File: src/rtl/mor1kx_wb_arb.sv
// Two-to-one Wishbone B3 arbiter: mor1kx iwbm (m0) and dwbm (m1) share one downstream port.
// Registered round-robin grant held for the whole CYC envelope; forwarding is a pure
// combinational mux on the grant state.
// Optional stuck-slave watchdog enabled by defining MOR1KX_WB_ARB_TIMEOUT_EN.
module mor1kx_wb_arb #(
  parameter int unsigned TIMEOUT = 255,
  parameter int unsigned CNT_W   = $clog2(TIMEOUT + 1)
) (
  input  logic        clk,
  input  logic        rstn,
  // requester 0 (iwbm)
  input  logic [31:0] m0_adr_i,
  input  logic [31:0] m0_dat_i,
  output logic [31:0] m0_dat_o,
  input  logic [3:0]  m0_sel_i,
  input  logic        m0_we_i,
  input  logic        m0_cyc_i,
  input  logic        m0_stb_i,
  input  logic [2:0]  m0_cti_i,
  input  logic [1:0]  m0_bte_i,
  output logic        m0_ack_o,
  output logic        m0_err_o,
  // requester 1 (dwbm)
  input  logic [31:0] m1_adr_i,
  input  logic [31:0] m1_dat_i,
  output logic [31:0] m1_dat_o,
  input  logic [3:0]  m1_sel_i,
  input  logic        m1_we_i,
  input  logic        m1_cyc_i,
  input  logic        m1_stb_i,
  input  logic [2:0]  m1_cti_i,
  input  logic [1:0]  m1_bte_i,
  output logic        m1_ack_o,
  output logic        m1_err_o,
  // shared downstream port
  output logic [31:0] s_adr_o,
  output logic [31:0] s_dat_o,
  input  logic [31:0] s_dat_i,
  output logic [3:0]  s_sel_o,
  output logic        s_we_o,
  output logic        s_cyc_o,
  output logic        s_stb_o,
  output logic [2:0]  s_cti_o,
  output logic [1:0]  s_bte_o,
  input  logic        s_ack_i,
  input  logic        s_err_i,
  // status
  output logic [1:0]  grant_o,
  output logic        timeout_o
);

  // One-hot encoding so the state register doubles as the grant output.
  typedef enum logic [1:0] {
    StIdle = 2'b00,
    StGnt0 = 2'b01,
    StGnt1 = 2'b10
  } state_e;

  state_e state_q;
  logic   last_q;
  logic   fire;

`ifdef MOR1KX_WB_ARB_TIMEOUT_EN
  logic [CNT_W-1:0] cnt_q;
  logic             gnt_cyc;
  logic             gnt_stb;

  assign gnt_cyc = (state_q == StGnt0) ? m0_cyc_i : (state_q == StGnt1) ? m1_cyc_i : 1'b0;
  assign gnt_stb = (state_q == StGnt0) ? m0_stb_i : (state_q == StGnt1) ? m1_stb_i : 1'b0;
  assign fire    = (state_q != StIdle) && (cnt_q == CNT_W'(TIMEOUT));

  // Watchdog: count unanswered strobe cycles; CYC low covers every state change.
  always_ff @(posedge clk) begin
    if (!rstn) begin
      cnt_q <= '0;
    end else if (fire || !gnt_cyc || !gnt_stb || s_ack_i || s_err_i) begin
      cnt_q <= '0;
    end else begin
      cnt_q <= cnt_q + CNT_W'(1);
    end
  end
`else
  assign fire = 1'b0;
`endif

  // Grant FSM: round-robin on ties, grant held until the owner drops CYC.
  always_ff @(posedge clk) begin
    if (!rstn) begin
      state_q <= StIdle;
      last_q  <= 1'b1;
    end else begin
      unique case (state_q)
        StIdle: begin
          if (m0_cyc_i && (!m1_cyc_i || last_q)) begin
            state_q <= StGnt0;
            last_q  <= 1'b0;
          end else if (m1_cyc_i) begin
            state_q <= StGnt1;
            last_q  <= 1'b1;
          end
        end
        StGnt0:  if (!m0_cyc_i) state_q <= StIdle;
        StGnt1:  if (!m1_cyc_i) state_q <= StIdle;
        default: state_q <= StIdle;
      endcase
    end
  end

  assign grant_o   = state_q;
  assign timeout_o = fire;
  // Read data is broadcast; ACK alone qualifies it.
  assign m0_dat_o  = s_dat_i;
  assign m1_dat_o  = s_dat_i;

  // Forwarding mux; a firing watchdog kills the beat and answers with ERR.
  always_comb begin
    s_adr_o  = '0;
    s_dat_o  = '0;
    s_sel_o  = '0;
    s_we_o   = 1'b0;
    s_cyc_o  = 1'b0;
    s_stb_o  = 1'b0;
    s_cti_o  = '0;
    s_bte_o  = '0;
    m0_ack_o = 1'b0;
    m0_err_o = 1'b0;
    m1_ack_o = 1'b0;
    m1_err_o = 1'b0;
    unique case (state_q)
      StGnt0: begin
        s_adr_o  = m0_adr_i;
        s_dat_o  = m0_dat_i;
        s_sel_o  = m0_sel_i;
        s_we_o   = m0_we_i;
        s_cyc_o  = m0_cyc_i & ~fire;
        s_stb_o  = m0_stb_i & ~fire;
        s_cti_o  = m0_cti_i;
        s_bte_o  = m0_bte_i;
        m0_ack_o = s_ack_i & ~fire;
        m0_err_o = s_err_i | fire;
      end
      StGnt1: begin
        s_adr_o  = m1_adr_i;
        s_dat_o  = m1_dat_i;
        s_sel_o  = m1_sel_i;
        s_we_o   = m1_we_i;
        s_cyc_o  = m1_cyc_i & ~fire;
        s_stb_o  = m1_stb_i & ~fire;
        s_cti_o  = m1_cti_i;
        s_bte_o  = m1_bte_i;
        m1_ack_o = s_ack_i & ~fire;
        m1_err_o = s_err_i | fire;
      end
      default: ;
    endcase
  end

endmodule
File: config.mk
export PLATFORM = sky130hd
export DESIGN_NAME = mor1kx_wb_arb
export DESIGN_NICKNAME = d
export VERILOG_FILES = /design/src/rtl/mor1kx_wb_arb.sv
export SDC_FILE = /design/constraint.sdc
export NUM_CORES = 1
export LEC_CHECK = 0
export ABC_CLOCK_PERIOD_IN_PS = 1700
export CORE_AREA = 2 2 131 133
export CTS_BUF_LIST = sky130_fd_sc_hd__clkbuf_8 sky130_fd_sc_hd__clkbuf_16
export DETAILED_ROUTE_END_ITERATION = 8
export DIE_AREA = 0 0 133 135
export GPL_ROUTABILITY_DRIVEN = 1
export PLACE_DENSITY = 0.56
export SYNTH_ARGS = -nofsm -noshare
export SYNTH_HDL_FRONTEND = slang
export SYNTH_SLANG_ARGS = --single-unit
export TNS_END_PERCENT = 5
File: constraint.sdc
create_clock -name clk -period 1.7 [get_ports clk]
set_input_delay 0.34 -clock clk [delete_from_list [all_inputs] [get_ports clk]]
set_output_delay 0.34 -clock clk [all_outputs]
set_load 0.1 [all_outputs]
==> results.json <==
{
  "die_w_um": 133,
  "synth_warnings": 0,
  "grt_max_degree": 37,
  "vias": 2732,
  "cts_made_buffers": 3,
  "cp_max_fo": 36,
  "crit_chain": "inv_4 > ha_4 > buf_12 > a22oi_1 > nor2b_4 > buf_12",
  "placed_cells": 654,
  "cts.sinks": 3,
  "drc": 0,
  "hold_viol": 0,
  "cp.arrival_ps": 1620,
  "crit_top_cell": "buf_12",
  "drive_gt1_share_pct": 53.3,
  "seqCellArea_um2": 67.6,
  "cts-root-buf": "clkbuf_16",
  "hpwl_mm": 9.20,
  "post_drt_wl_per_cell_um": 17.6,
  "grt.total_usage_pct": 11.9,
  "avgSynthCellArea_um2": 6.98,
  "layout_min_cycle_time_ps": 1960,
  "post-route-util_pct": 36.7,
  "skew_ps": 0.422,
  "antenna_left": 0,
  "clkLatencyLatePin_ps": 220,
  "setup_viol": 77,
  "syn_inst": 269,
  "synth.area.top_cells": "a22oi_1, buf_4, nor2b_1",
  "rsz0062_at_grt": "true",
  "ys_seq_elements": 3,
  "n_fill_cell": 1580,
  "multi_input_area_um2": 1990,
  "grt_overflow_total": 0,
  "hold_buffers": 0,
  "worstSetupStartpointType": "flop",
  "io_buffers": 237,
  "power_density_nw_per_um2": 494,
  "max_stage_delay_ps": 360,
  "fin_cells": 668,
  "yosysSeqAreaShare_pct": 3.20,
  "dieArea_um2": 18000,
  "post-route-period-util_pct": 115,
  "hold_class": "reg2reg",
  "yosysUniqueCellTypes": 20,
  "async_reset_ff_share_pct": 0,
  "power.leakage_uw": 0.00197,
  "drt_iter0_markers": 66,
  "ir_drop_mv": 0.311,
  "cts.path.max_buffers": 2,
  "syn-num-nets": 460,
  "nets": 640,
  "antenna_found_initial": 0,
  "clk_pin_slew_ps": 30,
  "fin_ws_ps": -262,
  "routed_wl_mm": 11.7,
  "areaGrowthSynthToFinish_pct": 221,
  "outcome": "finished with violations",
  "core_um2": 16400,
  "finalMaxSlewViolations": 0,
  "post-synth-top-area-fraction_pct": 30.0,
  "cts_tree": "yes",
  "crit_path_end_kind": "output port",
  "drt-vias-per-instance": 4.09,
  "grt_pass1_vias": 2875,
  "synth_edf_count": 0,
  "pin_count": 335,
  "crit_required_ps": 1360,
  "synth_ff_type": "dfxtp_1",
  "slowest_stage": "dfxtp_4",
  "path_class": "reg2out",
  "synth.largest_area_cell": "a22oi_1",
  "synth_commonest_cells": "a22oi_1, nor2b_1, buf_4, clkbuf_1, buf_2",
  "fin_hold_ws_ps": 590,
  "fp-row-count": 47,
  "insertedDiodeCount": 0,
  "violations": "setup timing",
  "synth_area_um2": 1880,
  "routabilityCongestion": 0.752,
  "max_freq_ghz": 0.510,
  "first_pass_iters": 4,
  "htree_levels": 1,
  "grt_pass1_wl_mm": 16.7,
  "initial_utilization_pct": 11.4,
  "chipHeight_um": 135,
  "cap_viol_max_count": 0
}
-- cell families (layout without fill, tap and decap cells) --
group / Yosys count / count (layout) / share of synthesized area (%)
simple gates: 82 / 82 / 27.4
compound gates: 85 / 85 / 34.2
other cells: 1 / 1 / 0.200
buf+inv: 95 / 274 / 33.0
flops: 3 / 3 / 3.20
fa+ha+maj: 3 / 3 / 2.00
-- layer usage --
layer / part of all wire [%] / global-route usage (%) / vias to the layer above
met3: 8.8 / 2.85 / 33
li1: - / - / 1241
met1: 35 / 12.5 / 1268
met2: 54 / 23.4 / 190
met4: 2.2 / 3.35 / 0
met5: 0 / 0 / -
-- critical path, delay by kind of cell (launching register included) --
| kind | cells | cell delay [ps] |
|---|---|---|
| AO/OA/AOI/OAI | 1 | 320 |
| flip-flops | 1 | 360 |
| AND/OR/NAND/NOR | 1 | 80 |
| buffers and inverters | 3 | 400 |
| adder cells (fa/ha/maj) | 1 | 200 |
-- power breakdown --
group / internal, uW / switching (uW) / total [uW]
Combinational: 1260 / 1270 / 2530
Sequential: 78.7 / 10.6 / 89.3
Clock: 303 / 59.7 / 362
-- metrics by stage --
stage / power [uW] / setup WS (ps) / cell area, um2 / setup TNS [ps]
5_1_grt: 3100 / -315 / 6030 / -21030
6_report: 2980 / -262 / 6030 / -16550
2_1_floorplan: 2230 / -377 / 2600 / -28280
4_1_cts: 2960 / -276 / 5930 / -17460
3_5_place_dp: 2420 / -57.6 / 5580 / -267
3_3_place_gp: 2400 / -43.0 / 5580 / -73.0
-- layout make-up --
type                       instances  share of cell area, %
inverter                           4                  0.332
timing repair buffer             266                   59.6
clock inverter                     1                 0.0623
multi-input combinational        171                   33.0
sequential                         3                   1.12
clock buffer                       3                   1.25
tap                              220                   4.57
-- worst paths after layout --
path              startpoint          to  slack (ps)  cells after the start
setup / recovery  grant_o[0]  s_dat_o[3]        -260                      6
setup reg to reg  grant_o[0]  grant_o[1]          10                      7
hold / removal        last_q      last_q         590                      2
hold reg to reg       last_q      last_q         590                      2
-- registers in the layout (all words and copies together), names as in the netlist --
signal / count
grant_o: 2
last_q: 1
-- repair_timing --
action | in CTS | in global routing
pin swaps | 8 | 3
cloned | 3 | 1
buffers inserted | 2 | 4
setup endpoints to repair | 78 | 80
resized for setup | 37 | 7
-- placed cells by master (no fill, tap or decap) --
cell and n:
clkdlybuf4s50_1 155, buf_12 90, nor2b_4 75, a22oi_1 38, a22oi_2 37, buf_4 15, clkbuf_16 4, and2_2 3
inv_1 3, o21ai_0 3, ha_4 3, buf_16 3, inv_4 2, and2_4 2, o211ai_1 2, dfxtp_4 2
buf_6 2, a22o_4 1, a2111o_1 1, nor3b_1 1, a21boi_1 1, and3_1 1, a21oi_1 1, o31ai_1 1
conb_1 1, dfxtp_1 1
(Power assumes the default switching activity.)
